==> src/rtl/viola_pkg.sv <==
// Shared definitions for the reservation-station / CDB slice: widths, tag and
// source encodings, and the operation codes issued to the reservation stations.
package viola_pkg;

    localparam int TAG_W  = 3;
    localparam int DATA_W = 32;

    localparam logic [TAG_W-1:0] TAG_NONE = '0;

    localparam logic SRC_ALU = 1'b0;
    localparam logic SRC_MEM = 1'b1;

    typedef enum logic [2:0] {
        OP_ADD = 3'd0,
        OP_SUB = 3'd1,
        OP_AND = 3'd2,
        OP_OR  = 3'd3,
        OP_XOR = 3'd4,
        OP_SLT = 3'd5,
        OP_LD  = 3'd6,
        OP_ST  = 3'd7
    } rs_op_e;

    typedef struct packed {
        logic [TAG_W-1:0]  tag;
        logic [DATA_W-1:0] data;
    } cdb_result_t;

    // Round-robin choice when both heads are valid: the source not served last.
    function automatic logic rr_pick(input logic last_grant);
        return (last_grant == SRC_MEM) ? SRC_ALU : SRC_MEM;
    endfunction

endpackage

==> src/rtl/cdb_result_fifo.sv <==
// Small synchronous result FIFO (tag + data) with a synchronous clear; the
// pointers carry one extra MSB so full and empty are told apart on wrap.
module cdb_result_fifo #(
    parameter int TAG_W  = 3,
    parameter int DATA_W = 32,
    parameter int DEPTH  = 2
) (
    input  logic              clk,
    input  logic              rst,
    input  logic              clear,
    input  logic              push,
    input  logic [TAG_W-1:0]  push_tag,
    input  logic [DATA_W-1:0] push_data,
    input  logic              pop,
    output logic              full,
    output logic              empty,
    output logic [TAG_W-1:0]  head_tag,
    output logic [DATA_W-1:0] head_data
);

    localparam int AW = $clog2(DEPTH);
    localparam int PW = AW + 1;

    logic [PW-1:0]     wr_ptr_q, wr_ptr_d;
    logic [PW-1:0]     rd_ptr_q, rd_ptr_d;
    logic [TAG_W-1:0]  tag_mem_q  [DEPTH];
    logic [DATA_W-1:0] data_mem_q [DEPTH];
    logic              do_push;
    logic              do_pop;

    assign empty = (wr_ptr_q == rd_ptr_q);
    assign full  = (wr_ptr_q[PW-1] != rd_ptr_q[PW-1]) &&
                   (wr_ptr_q[AW-1:0] == rd_ptr_q[AW-1:0]);

    assign do_push = push && !full && !clear;
    assign do_pop  = pop && !empty && !clear;

    assign head_tag  = tag_mem_q[rd_ptr_q[AW-1:0]];
    assign head_data = data_mem_q[rd_ptr_q[AW-1:0]];

    always_comb begin
        wr_ptr_d = wr_ptr_q;
        rd_ptr_d = rd_ptr_q;
        if (clear) begin
            wr_ptr_d = '0;
            rd_ptr_d = '0;
        end else begin
            if (do_push) wr_ptr_d = wr_ptr_q + PW'(1);
            if (do_pop)  rd_ptr_d = rd_ptr_q + PW'(1);
        end
    end

    always_ff @(posedge clk or negedge rst) begin
        if (!rst) begin
            wr_ptr_q <= '0;
            rd_ptr_q <= '0;
        end else begin
            wr_ptr_q <= wr_ptr_d;
            rd_ptr_q <= rd_ptr_d;
        end
    end

    // Storage needs no reset: a slot is only read after it has been written.
    always_ff @(posedge clk) begin
        if (do_push) begin
            tag_mem_q[wr_ptr_q[AW-1:0]]  <= push_tag;
            data_mem_q[wr_ptr_q[AW-1:0]] <= push_data;
        end
    end

endmodule

==> src/rtl/cdb_arbiter.sv <==
// Common data bus arbiter: buffers ALU and memory results and broadcasts one
// per cycle, round-robin. Define CDB_STATS_EN to add the stat_* counters.
module cdb_arbiter #(
    parameter int DATA_W = viola_pkg::DATA_W,
    parameter int TAG_W  = viola_pkg::TAG_W,
    parameter int DEPTH  = 2
) (
    input  logic              clk,
    input  logic              rst,
    input  logic              flush,
    input  logic              alu_valid,
    input  logic [TAG_W-1:0]  alu_des,
    input  logic [DATA_W-1:0] alu_data,
    output logic              alu_ready,
    input  logic              mem_valid,
    input  logic [TAG_W-1:0]  mem_des,
    input  logic [DATA_W-1:0] mem_data,
    output logic              mem_ready,
    output logic              cdb_valid,
    output logic [TAG_W-1:0]  cdb_tag,
    output logic [DATA_W-1:0] cdb_data,
    output logic              cdb_src
`ifdef CDB_STATS_EN
    ,
    output logic [31:0]       stat_bcast,
    output logic [31:0]       stat_conflict,
    output logic [31:0]       stat_stall
`endif
);

    import viola_pkg::*;

    logic              alu_full, alu_empty, mem_full, mem_empty;
    logic              alu_push, mem_push, alu_pop, mem_pop;
    logic [TAG_W-1:0]  alu_head_tag, mem_head_tag;
    logic [DATA_W-1:0] alu_head_data, mem_head_data;

    logic              gnt_valid;
    logic              gnt_src;
    logic [TAG_W-1:0]  gnt_tag;
    logic [DATA_W-1:0] gnt_data;

    logic              cdb_valid_q, cdb_valid_d;
    logic [TAG_W-1:0]  cdb_tag_q, cdb_tag_d;
    logic [DATA_W-1:0] cdb_data_q, cdb_data_d;
    logic              cdb_src_q, cdb_src_d;
    logic              last_grant_q, last_grant_d;

    assign alu_ready = !alu_full;
    assign mem_ready = !mem_full;

    // Tag-0 results complete the handshake but are never stored.
    assign alu_push = alu_valid && alu_ready && !flush && (alu_des != TAG_W'(TAG_NONE));
    assign mem_push = mem_valid && mem_ready && !flush && (mem_des != TAG_W'(TAG_NONE));

    assign alu_pop = gnt_valid && (gnt_src == SRC_ALU) && !flush;
    assign mem_pop = gnt_valid && (gnt_src == SRC_MEM) && !flush;

    cdb_result_fifo #(
        .TAG_W  (TAG_W),
        .DATA_W (DATA_W),
        .DEPTH  (DEPTH)
    ) u_alu_fifo (
        .clk       (clk),
        .rst       (rst),
        .clear     (flush),
        .push      (alu_push),
        .push_tag  (alu_des),
        .push_data (alu_data),
        .pop       (alu_pop),
        .full      (alu_full),
        .empty     (alu_empty),
        .head_tag  (alu_head_tag),
        .head_data (alu_head_data)
    );

    cdb_result_fifo #(
        .TAG_W  (TAG_W),
        .DATA_W (DATA_W),
        .DEPTH  (DEPTH)
    ) u_mem_fifo (
        .clk       (clk),
        .rst       (rst),
        .clear     (flush),
        .push      (mem_push),
        .push_tag  (mem_des),
        .push_data (mem_data),
        .pop       (mem_pop),
        .full      (mem_full),
        .empty     (mem_empty),
        .head_tag  (mem_head_tag),
        .head_data (mem_head_data)
    );

    always_comb begin
        gnt_valid = 1'b0;
        gnt_src   = SRC_ALU;
        if (!alu_empty && !mem_empty) begin
            gnt_valid = 1'b1;
            gnt_src   = rr_pick(last_grant_q);
        end else if (!alu_empty) begin
            gnt_valid = 1'b1;
            gnt_src   = SRC_ALU;
        end else if (!mem_empty) begin
            gnt_valid = 1'b1;
            gnt_src   = SRC_MEM;
        end
    end

    assign gnt_tag  = (gnt_src == SRC_MEM) ? mem_head_tag  : alu_head_tag;
    assign gnt_data = (gnt_src == SRC_MEM) ? mem_head_data : alu_head_data;

    // Data and source hold across idle cycles; only valid and tag return to zero.
    always_comb begin
        cdb_valid_d  = cdb_valid_q;
        cdb_tag_d    = cdb_tag_q;
        cdb_data_d   = cdb_data_q;
        cdb_src_d    = cdb_src_q;
        last_grant_d = last_grant_q;
        if (flush) begin
            cdb_valid_d = 1'b0;
            cdb_tag_d   = TAG_W'(TAG_NONE);
        end else if (gnt_valid) begin
            cdb_valid_d  = 1'b1;
            cdb_tag_d    = gnt_tag;
            cdb_data_d   = gnt_data;
            cdb_src_d    = gnt_src;
            last_grant_d = gnt_src;
        end else begin
            cdb_valid_d = 1'b0;
            cdb_tag_d   = TAG_W'(TAG_NONE);
        end
    end

    always_ff @(posedge clk or negedge rst) begin
        if (!rst) begin
            cdb_valid_q  <= 1'b0;
            cdb_tag_q    <= '0;
            cdb_data_q   <= '0;
            cdb_src_q    <= SRC_ALU;
            last_grant_q <= SRC_MEM;
        end else begin
            cdb_valid_q  <= cdb_valid_d;
            cdb_tag_q    <= cdb_tag_d;
            cdb_data_q   <= cdb_data_d;
            cdb_src_q    <= cdb_src_d;
            last_grant_q <= last_grant_d;
        end
    end

    assign cdb_valid = cdb_valid_q;
    assign cdb_tag   = cdb_tag_q;
    assign cdb_data  = cdb_data_q;
    assign cdb_src   = cdb_src_q;

`ifdef CDB_STATS_EN
    logic [31:0] stat_bcast_q, stat_bcast_d;
    logic [31:0] stat_conflict_q, stat_conflict_d;
    logic [31:0] stat_stall_q, stat_stall_d;

    // A double stall still counts once per cycle.
    always_comb begin
        stat_bcast_d    = stat_bcast_q;
        stat_conflict_d = stat_conflict_q;
        stat_stall_d    = stat_stall_q;
        if (gnt_valid && !flush)
            stat_bcast_d = stat_bcast_q + 32'd1;
        if (!alu_empty && !mem_empty)
            stat_conflict_d = stat_conflict_q + 32'd1;
        if ((alu_valid && !alu_ready) || (mem_valid && !mem_ready))
            stat_stall_d = stat_stall_q + 32'd1;
    end

    always_ff @(posedge clk or negedge rst) begin
        if (!rst) begin
            stat_bcast_q    <= '0;
            stat_conflict_q <= '0;
            stat_stall_q    <= '0;
        end else begin
            stat_bcast_q    <= stat_bcast_d;
            stat_conflict_q <= stat_conflict_d;
            stat_stall_q    <= stat_stall_d;
        end
    end

    assign stat_bcast    = stat_bcast_q;
    assign stat_conflict = stat_conflict_q;
    assign stat_stall    = stat_stall_q;
`endif

endmodule

==> config.mk <==
export PLATFORM = sky130hd
export DESIGN_NAME = cdb_arbiter
export DESIGN_NICKNAME = d
export VERILOG_FILES = /design/src/rtl/viola_pkg.sv /design/src/rtl/cdb_result_fifo.sv /design/src/rtl/cdb_arbiter.sv
export SDC_FILE = /design/constraint.sdc
export NUM_CORES = 1
export LEC_CHECK = 0
export CAP_MARGIN = 40
export CORE_MARGIN = 1.5
export CORE_UTILIZATION = 30
export CTS_BUF_LIST = sky130_fd_sc_hd__clkbuf_16
export DETAILED_ROUTE_END_ITERATION = 10
export PLACE_DENSITY = 0.47
export SYNTH_ARGS = -nofsm -noshare
export SYNTH_HDL_FRONTEND = slang
export SYNTH_HIERARCHICAL = 1
export SYNTH_SLANG_ARGS = --single-unit
export TNS_END_PERCENT = 30
==> constraint.sdc <==
create_clock -name clk -period 6.78 [get_ports clk]
set_input_delay 1.017 -clock clk [delete_from_list [all_inputs] [get_ports clk]]
set_output_delay 1.017 -clock clk [all_outputs]
set_load 0.02 [all_outputs]
==> results by group, run 1 <==
Status
  – Outcome: finished clean

Global routing
  – GRT Overall Usage: approximately 14%
  – Initial antenna violation count: 0
  – Pin count of the biggest net entering global routing: 47
  – Total global routing overflow: 0
  – Vias in the first global route: roughly 4400
  – Global-route wire length before repair: ~26 mm

Floorplanning
  – CORE AREA: between 0.02 and 0.025 mm^2
  – Die area: ~0.025 mm^2
  – Starting density of the core: between 30% and 40%
  – Num rows: 57
  – Chip height: roughly 160 um
  – Io pins: about 110
  – Die W: around 160 um

Critical path
  – CP Capture Type: flop
  – Worst path required time: 6.87 ns
  – Arr. time, crit path: around 4 ns
  – Critical path launch point type: primary input
  – Setup CP Type: primary input to flop
  – Crit path max-delay family: simple AND/OR/NAND/NOR gates
  – Critical path's slowest cell: nor4b_1
  – CP Buf/Inv Count: 2
  – Cell Chain, Critical Path: clkdlybuf4s50_1 > nor4b_1 > nand3b_1 > a21oi_4 > buf_4
  – CP peak stage delay: about 1 ns
  – Crit path max fanout: 21

Logic synthesis
  – Xor and xnor area share after synthesis: less than 1%
  – Largest family of logic cells by synthesized area: multiplexers
  – Simple-Gate Fraction of Synth Area: under 10%
  – #FFs+latches synth: 186
  – Synth Instances: about 440
  – Synth Net Count: slightly above 500
  – Syn. warnings: 6
  – Multiplexer share of the synthesized area: 11.1%
  – Synth async-reset ratio: between 20% and 30%
  – Post-synth EDFFs: 140
  – Post-synthesis compound-gate area fraction: about 7.3%
  – Synthesized area: ~0.0073 mm^2
  – Synth Flop Type: edfxtp_1
  – Sequential fraction of the synthesis area: between 70% and 80%
  – Post-Synth Adder-Cell Area: 0%
  – Unique masters post-synth: 36
  – Syn avg cell area: 16.6 um^2

Clock network
  – Longest Clk Path Bufs: 2
  – Clk root buf: clkbuf_16
  – Post-CTS Hold Buffers: 0
  – Clock Latency Late Sink: around 0.42 ns
  – Num CTS Buffers: 17
  – H-tree depth reported by CTS: 4
  – CTS resizes: 0
  – Clock Pin Slew Worst Setup and Hold Paths: 0.06 ns
  – Post-CTS Setup Inserts: 0
  – CTS tree: built
  – Clk sinks: between 150 and 200

STA
  – Setup tns final: 0 ns
  – Final Skew: between 0.009 and 0.01 ns
  – Minimum clock period: around 4 ns
  – F_max: 0.250 GHz
  – Final Cycle Share: roughly three fifths
  – Max-slew violations: 0
  – Worst Hold Slack: 0.484 ns
  – Worst rel slew slack: 34.4%
  – Final Hold Viols: 0
  – Final setup violation count: 0
  – RSZ-0062 raised after global routing: false
  – Worst slew pin tran: slightly below 1 ns

Final layout
  – Fillers: around 2200
  – Nets: 634
  – Layout area overhead: 28.4%
  – Share of cells above drive strength 1: ~16%
  – Diode count: 0

Power and ir drop
  – PD cells: roughly 300 mW/mm^2
  – Leak: around 3.2 nW
  – Worst VDD drop: about 130 uV

Placed design
  – Port Buf Inserts: 113
  – GPL Wtd Cong: approximately 0.75
  – Post-DP HPWL: 11.0 mm

Drt
  – Total wire length: ~17 mm
  – Vias per std cell: roughly 4.6
  – Vias: 4165
  – Post-DRT Antenna Nets: 0
  – Routed length per instance: 18.6 um
  – 1st-pass router iterations: 4
  – DRC: 0
  – DR iter-0 viols: approximately 220

Worst hold path
  – Hold WC Path Type: flop to flop

Job
  – MaxCap Viol Count: 0
cells in the mapped netlist (5+ instances only):
library cell,count,area [um^2]
a21oi_1,20,100
clkbuf_1,5,18.8
a221o_1,21,210
dfrtp_1,45,1130
nor2_1,21,78.8
buf_2,16,80.1
nand3_1,7,35.0
and2_0,16,100
mux2_2,42,473
a31oi_1,14,87.6
and2_1,5,31.3
mux2_1,28,315
o21ai_0,15,75.1
nand2b_1,5,31.3
edfxtp_1,140,4200
worst paths after layout:
check | start | to | slack (ns) | cells after the start
max in group asynchronous | rst | u_alu_fifo/rd_ptr_q[0]$_DFFE_PN0P_ | 5.52 | 2
hold / removal | cdb_src$_DFFE_PN0P_ | cdb_src$_DFFE_PN0P_ | 0.48 | 1
setup / recovery | flush | u_alu_fifo/data_mem_q[1][15]$_DFFE_PP_ | 2.78 | 5
setup reg to reg | u_mem_fifo/rd_ptr_q[0]$_DFFE_PN0P_ | u_mem_fifo/data_mem_q[0][10]$_DFFE_PP_ | 3.08 | 6
min in group asynchronous | rst | cdb_data[18]$_DFFE_PN0P_ | 0.73 | 2
hold reg to reg | cdb_src$_DFFE_PN0P_ | cdb_src$_DFFE_PN0P_ | 0.48 | 1
area by class of cell:
type,count,area (um^2),share of cell area (%)
clock buffer,17,425,4.51
clock inverter,15,109,1.16
timing repair buffer,123,1250,13.3
inverter,4,15.0,0.159
multi-input combinational,227,1860,19.7
sequential,186,5360,56.9
tap,324,405,4.30
through the flow:
| step | total power, mW | cell area (um^2) | utilization, % | cells | setup WS (ns) |
|---|---|---|---|---|---|
| after floorplan | 1.68 | 7340 | - | 443 | 0.877 |
| after global placement | 1.95 | 8810 | 36.5 | 861 | 2.52 |
| after detailed placement | 1.96 | 8890 | 36.8 | 864 | 2.31 |
| after CTS | 2.88 | 9420 | 39.0 | 896 | 2.76 |
| after global routing | 2.96 | 9420 | 39.0 | 896 | 2.54 |
| final | 2.84 | 9420 | 39.0 | 896 | 2.78 |
power by group:
part           leakage [nW]  internal, mW  switching [mW]  total (mW)
Sequential             1.83          1.33          0.0592        1.39
Clock                 0.266         0.498           0.411       0.909
Combinational          1.12         0.270           0.271       0.541
Total                  3.22          2.10           0.741        2.84
cells in the final DEF, fill, tap and decap left out, types with 3 or more instances in the layout:
master,Yosys,final
xor2_1,3,3
nand2b_1,5,5
nand2_1,4,4
a21oi_1,20,19
mux2i_1,3,3
buf_4,1,7
nand3b_1,4,4
and2_0,16,16
mux2_1,28,28
nand3_1,7,7
clkinv_1,0,4
edfxtp_1,140,140
clkbuf_16,0,17
a31oi_1,14,14
clkinv_2,0,3
a221o_1,21,21
inv_1,4,6
and2_1,5,5
mux2_2,42,42
dfrtp_1,45,43
o21ai_0,15,15
nor2_1,21,21
clkdlybuf4s50_1,0,112
cell families after synthesis:
kind of cell	Yosys count
xor gates and xnor gates	6
DFF	186
muxes	73
buffers and inverters	30
and+or+nand+nor	71
AOI/OAI and AO/OA	77
flip-flops by register name, summed over array words and instances (netlist names):
register,count
cdb_tag,3
cdb_valid,1
u_mem_fifo/rd_ptr_q,2
u_alu_fifo/tag_mem_q,6
u_alu_fifo/data_mem_q,64
u_alu_fifo/rd_ptr_q,2
last_grant_q,1
u_alu_fifo/wr_ptr_q,2
cdb_data,32
u_mem_fifo/wr_ptr_q,2
cdb_src,1
u_mem_fifo/tag_mem_q,6
u_mem_fifo/data_mem_q,64
metal layers:
metal,global-route usage (%),share of wire (%),up-vias
met3,3.07,4.2,15
met1,18.2,47,2126
met2,22.1,48,92
met4,4.50,1.2,0
met5,0,0,-
li1,-,-,1932
No activity file was read; power rests on OpenSTA's default activity.
==> inputs of run 2 (changes only) <==
==> constraint.sdc (replaced) <==
create_clock -name clk -period 3.89 [get_ports clk]
set_input_delay 0.5835 -clock clk [delete_from_list [all_inputs] [get_ports clk]]
set_output_delay 0.5835 -clock clk [all_outputs]
set_load 0.02 [all_outputs]
==> results by group, run 2 (synthesized netlist as in run 1, its figures left out) <==
Floorplanning
  – Die area: 0.0254 mm^2
  – CORE AREA: around 0.024 mm^2
  – Die W: 159 um
  – Chip height: 159 um
  – Num rows: 57
  – Io pins: 114
  – Starting density of the core: between 30% and 40%

Final layout
  – Most frequent cells in the layout: 140 x edfxtp_1, 112 x clkdlybuf4s50_1, 43 x dfrtp_1
  – Final core utilization: 39.2%
  – Nets: 639
  – Sequential Area: 0.00536 mm^2
  – Fillers: approximately 2200
  – Cell area after layout: roughly 0.0095 mm^2
  – Share of cells above drive strength 1: between 15 and 20%
  – Layout area overhead: 29.0%
  – Diode count: 0
  – Commonest non-fill, non-tap cell in the layout: edfxtp_1
  – Area of the multi-input gates: about 0.0019 mm^2

Drt
  – 1st-pass router iterations: 4
  – Routed length per instance: roughly 19 um
  – DR iter-0 viols: about 190
  – Post-DRT Antenna Nets: 0
  – Total wire length: roughly 17 mm
  – Vias: just over 4000
  – DRC: 0
  – Vias per std cell: approximately 4.6

Critical path
  – Setup CP Type: flop to flop
  – Worst path required time: about 4.2 ns
  – Arr. time, crit path: 3.04 ns
  – Cell Chain, Critical Path: xor2_2 > nor2_1 > nand2b_1 > a21oi_4 > a21oi_1 > a311oi_1
  – Crit path max fanout: 26
  – CP peak stage delay: about 0.83 ns
  – CP Capture Type: flop
  – CP Buf/Inv Count: 0
  – Reg2Reg Setup Slack: 1.17 ns
  – Critical path's slowest cell: a21oi_4
  – Critical path launch point type: flop
  – Crit path max-delay family: compound AO/OA/AOI/OAI gates

STA
  – Final Cycle Share: 70.0%
  – Setup tns final: 0 ns
  – Worst rel slew slack: 41.8%
  – Max-slew violations: 0
  – Final Hold Viols: 0
  – RSZ-0062 raised after global routing: false
  – Final Skew: 0.0177 ns
  – Final setup violation count: 0
  – Minimum clock period: approximately 2.7 ns
  – F_max: around 0.37 GHz
  – Worst slew pin tran: about 0.87 ns

Power and ir drop
  – PD cells: approximately 540 mW/mm^2
  – Net Sw Frac: approximately 25%
  – Cell Int Power: about 3.8 mW
  – Psw: 1.28 mW
  – Worst VDD drop: about 270 uV
  – Combinational group share of total power: between 10% and 20%
  – Seq pwr share: a little under half
  – Leak: approximately 3.3 nW
  – Clock power share: between 30 and 40%

Global routing
  – Total global routing overflow: 0
  – Global-route wire length before repair: 26.6 mm
  – Initial antenna violation count: 0
  – Pin count of the biggest net entering global routing: 44
  – Vias in the first global route: about 4500
  – GRT Overall Usage: between 10% and 20%

Clock network
  – Post-CTS Setup Inserts: 0
  – Num CTS Buffers: 17
  – Clk sinks: roughly 190
  – Longest Clk Path Bufs: 2
  – CTS resizes: 0
  – Post-CTS Hold Buffers: 0
  – H-tree depth reported by CTS: 4
  – Clk root buf: clkbuf_16
  – Clock Latency Late Sink: 0.43 ns
  – Clock Pin Slew Worst Setup and Hold Paths: 0.07 ns
  – CTS tree: built

Job
  – MaxCap Viol Count: 0

Placed design
  – Port Buf Inserts: around 110
  – GPL Wtd Cong: approximately 0.73
  – Post-DP HPWL: between 10 and 15 mm
  – Placed cell area: between 0.008 and 0.009 mm^2

Worst hold path
  – Hold WC Path Type: primary input to async pin

Status
  – Outcome: finished clean
run 2: changes by cell type in the layout (fill, tap and decap cells not counted), moves of 2 or more:
cell       delta
buf_16        -2
clkinv_1      -3
clkinv_2      -2
inv_1         +4
buf_4         +7
bufinv_16     +2
run 2: layout make-up:
class                           instances  share of cell area [%]
Tap cell                              324                    4.28
Clock buffer                           17                    4.49
Sequential cell                       186                    56.6
Clock inverter                         14                    1.53
Timing Repair Buffer                  128                    13.2
Multi-Input combinational cell        227                    19.7
Inverter                                4                   0.159
run 2: power groups by stage:
| stage | clock network, mW | logic [mW] | registers [mW] |
|---|---|---|---|
| detailed placement | 0 | 0.956 | 2.47 |
| global route | 1.84 | 1.02 | 2.45 |
| finish | 1.70 | 0.946 | 2.43 |
| floorplan | 0 | 0.310 | 2.61 |
| CTS | 1.74 | 0.962 | 2.43 |
| global placement | 0 | 0.948 | 2.47 |
run 2: path summary, 6_finish.rpt:
| path | startpoint | endpoint | cells past startpoint |
|---|---|---|---|
| setup reg to reg | u_alu_fifo/rd_ptr_q[1]$_DFFE_PN0P_ | u_alu_fifo/rd_ptr_q[1]$_DFFE_PN0P_ | 6 |
| hold / removal | rst | cdb_data[31]$_DFFE_PN0P_ | 1 |
| hold reg to reg | cdb_src$_DFFE_PN0P_ | cdb_src$_DFFE_PN0P_ | 1 |
| min in group clk | cdb_src$_DFFE_PN0P_ | cdb_src$_DFFE_PN0P_ | 1 |
| setup / recovery | u_alu_fifo/rd_ptr_q[1]$_DFFE_PN0P_ | u_alu_fifo/rd_ptr_q[1]$_DFFE_PN0P_ | 6 |
| max in group asynchronous | rst | u_mem_fifo/rd_ptr_q[0]$_DFFE_PN0P_ | 2 |
run 2: through the flow:
step | cells | worst slack, ns | power [mW] | hold slack (ns)
after CTS | 900 | 1.13 | 5.13 | 0.275
after global placement | 869 | 1.04 | 3.42 | 0.499
after global routing | 900 | 0.843 | 5.30 | 0.283
after floorplan | 443 | -0.118 | 2.92 | 0.288
after detailed placement | 869 | 0.984 | 3.42 | 0.519
final | 900 | 1.17 | 5.07 | 0.249
run 2: routing by layer:
layer / vias up / part of all wire, % / global-route usage (%)
li1: 1940 / - / -
met2: 92 / 47 / 22.1
met5: - / 0 / 0
met3: 7 / 3.7 / 3.46
met1: 2071 / 49 / 19.3
met4: 0 / 0.59 / 3.47
run 2: worst register-to-register path, stage by stage (launching register included):
cell      delay (ns)
dfrtp_1         0.46
xor2_2          0.34
nor2_1          0.14
nand2b_1        0.44
a21oi_4         0.83
a21oi_1         0.17
a311oi_1        0.26
==> inputs of run 3 (changes only) <==
==> constraint.sdc (replaced) <==
create_clock -name clk -period 2.65 [get_ports clk]
set_input_delay 0.3975 -clock clk [delete_from_list [all_inputs] [get_ports clk]]
set_output_delay 0.3975 -clock clk [all_outputs]
set_load 0.02 [all_outputs]
==> results by group, run 3 (synthesized netlist as in run 1, its figures left out) <==
Status
  – Outcome: finished clean

STA
  – Worst rel slew slack: between 50% and 60%
  – F_max: around 0.4 GHz
  – Max-slew violations: 0
  – Final WS setup: around 0.17 ns
  – Setup tns final: 0 ns
  – Final setup violation count: 0
  – Final Hold Viols: 0
  – Final Skew: approximately 0.011 ns
  – Minimum clock period: 2.48 ns
  – Worst slew pin tran: 0.623 ns
  – Final Cycle Share: approximately 93%
  – RSZ-0062 raised after global routing: false

Final layout
  – Most frequent cells in the layout: 140 x edfxtp_1, 112 x clkdlybuf4s50_1, 43 x dfrtp_1
  – Final non-filler cell total: around 920
  – Commonest non-fill, non-tap cell in the layout: edfxtp_1
  – Layout area overhead: 32.3%
  – Final core utilization: between 40 and 50%
  – Fillers: between 2000 and 2500
  – Share of cells above drive strength 1: between 10% and 20%
  – Nets: 650

Critical path
  – Cell Chain, Critical Path: xnor2_1 > nor2_2 > inv_1 > clkdlybuf4s50_1
  – RR Startpoint: u_alu_fifo/rd_ptr_q[1]$_DFFE_PN0P_
  – Crit path max-delay family: buffers and inverters
  – Setup CP Type: flop to output port
  – CP Capture Type: output port
  – CP Buf/Inv Count: 2
  – R2r worst-path depth: 5
  – Critical path launch point type: flop
  – Worst path required time: approximately 2.3 ns
  – CP peak stage delay: approximately 0.60 ns
  – Crit path max fanout: 5
  – Critical Path Stages: 4
  – Arr. time, crit path: about 2.1 ns
  – Reg-to-Reg End: u_alu_fifo/data_mem_q[0][28]$_DFFE_PP_
  – Reg2Reg Setup Slack: between 0.2 and 0.3 ns
  – Critical path's slowest cell: clkdlybuf4s50_1
  – CP startpoint: u_alu_fifo/rd_ptr_q[1]$_DFFE_PN0P_
  – CP Capture Point: alu_ready

Power and ir drop
  – Leak: around 3.4 nW
  – PD cells: 793 mW/mm^2
  – Combinational group share of total power: between 10% and 20%
  – Worst VDD drop: 445 uV
  – Clock power share: roughly a third
  – Net Sw Frac: around a quarter
  – Cell Int Power: around 5.7 mW
  – Seq pwr share: a little under half
  – Psw: 2.05 mW

Drt
  – DR iter-0 viols: 243
  – Vias per std cell: 4.61
  – Total wire length: around 17 mm
  – Vias: 4221
  – Routed length per instance: around 19 um
  – Post-DRT Antenna Nets: 0
  – DRC: 0
  – 1st-pass router iterations: 4

Worst hold path
  – Hold WC Path Type: primary input to async pin

Placed design
  – Post-DP HPWL: about 12 mm
  – Port Buf Inserts: approximately 110
  – Setup Slack @ Placement: 0.170 ns
  – Placed cell count: between 800 and 900
  – GPL Wtd Cong: around 0.72

Floorplanning
  – Chip height: 159 um
  – CORE AREA: roughly 0.024 mm^2
  – Io pins: approximately 110
  – Starting density of the core: a little under a third
  – Num rows: 57
  – Die W: 159 um
  – Die area: around 0.025 mm^2

Clock network
  – CTS resizes: 0
  – Clock Latency Late Sink: approximately 0.43 ns
  – Clk sinks: 186
  – Clock Pin Slew Worst Setup and Hold Paths: about 0.070 ns
  – Num CTS Buffers: 17
  – Clk root buf: clkbuf_16
  – Longest Clk Path Bufs: 2
  – CTS tree: built
  – H-tree depth reported by CTS: 4

Global routing
  – GRT Overall Usage: about 14%
  – Pin count of the biggest net entering global routing: 44
  – Global-route wire length before repair: about 27 mm
  – Vias in the first global route: between 4000 and 5000
  – Total global routing overflow: 0
  – Initial antenna violation count: 3

Job
  – MaxCap Viol Count: 0
## run 3: layer usage
layer,wire length [um],vias up,global-route usage (%)
li1,-,1970,-
met1,7900,2125,18.5
met2,8330,116,22.8
met3,925,10,4.35
met4,118,0,3.22
met5,0,-,0
## run 3: worst min path at each step
| stage | startpoint | to | slack (ns) |
|---|---|---|---|
| 2_1_floorplan | rst | cdb_data[0]$_DFFE_PN0P_ | 0.10 |
| 3_3_place_gp | last_grant_q$_DFFE_PN1P_ | last_grant_q$_DFFE_PN1P_ | 0.50 |
| 3_5_place_dp | rst | u_alu_fifo/wr_ptr_q[0]$_DFFE_PN0P_ | 0.29 |
| 4_1_cts | rst | cdb_tag[2]$_DFF_PN0_ | 0.37 |
| 5_1_grt | rst | cdb_tag[2]$_DFF_PN0_ | 0.36 |
| 6_report | rst | cdb_tag[2]$_DFF_PN0_ | 0.37 |
## run 3: what timing repair did
action / in CTS / in global routing
buffers inserted: 0 / 0
hold buffers: 1 / 0
hold endpoints to repair: 8 / 0
## run 3: final cells by class
cell class	count	area, um^2	area share (%)
Sequential cell	186	5360	55.2
Multi-Input combinational cell	227	1920	19.7
Timing Repair Buffer	139	1370	14.1
Clock buffer	17	425	4.38
Tap cell	324	405	4.17
Clock inverter	15	210	2.16
Inverter	4	15.0	0.155
Antenna cell	3	7.51	0.0773
## run 3: metrics by stage
step	hold slack, ns	power (mW)	cell area (um^2)
after floorplan	0.102	4.30	7440
after global placement	0.505	5.07	9040
after detailed placement	0.287	5.07	9060
after CTS	0.370	7.80	9700
after global routing	0.365	8.02	9700
final	0.371	7.70	9710
## run 3: power groups by stage
stage               sequential (mW)  combinational, mW  clock [mW]
CTS                            3.59               1.44        2.77
finish                         3.58               1.42        2.70
global placement               3.65               1.42           0
floorplan                      3.83              0.467           0
global route                   3.61               1.52        2.89
detailed placement             3.64               1.43           0
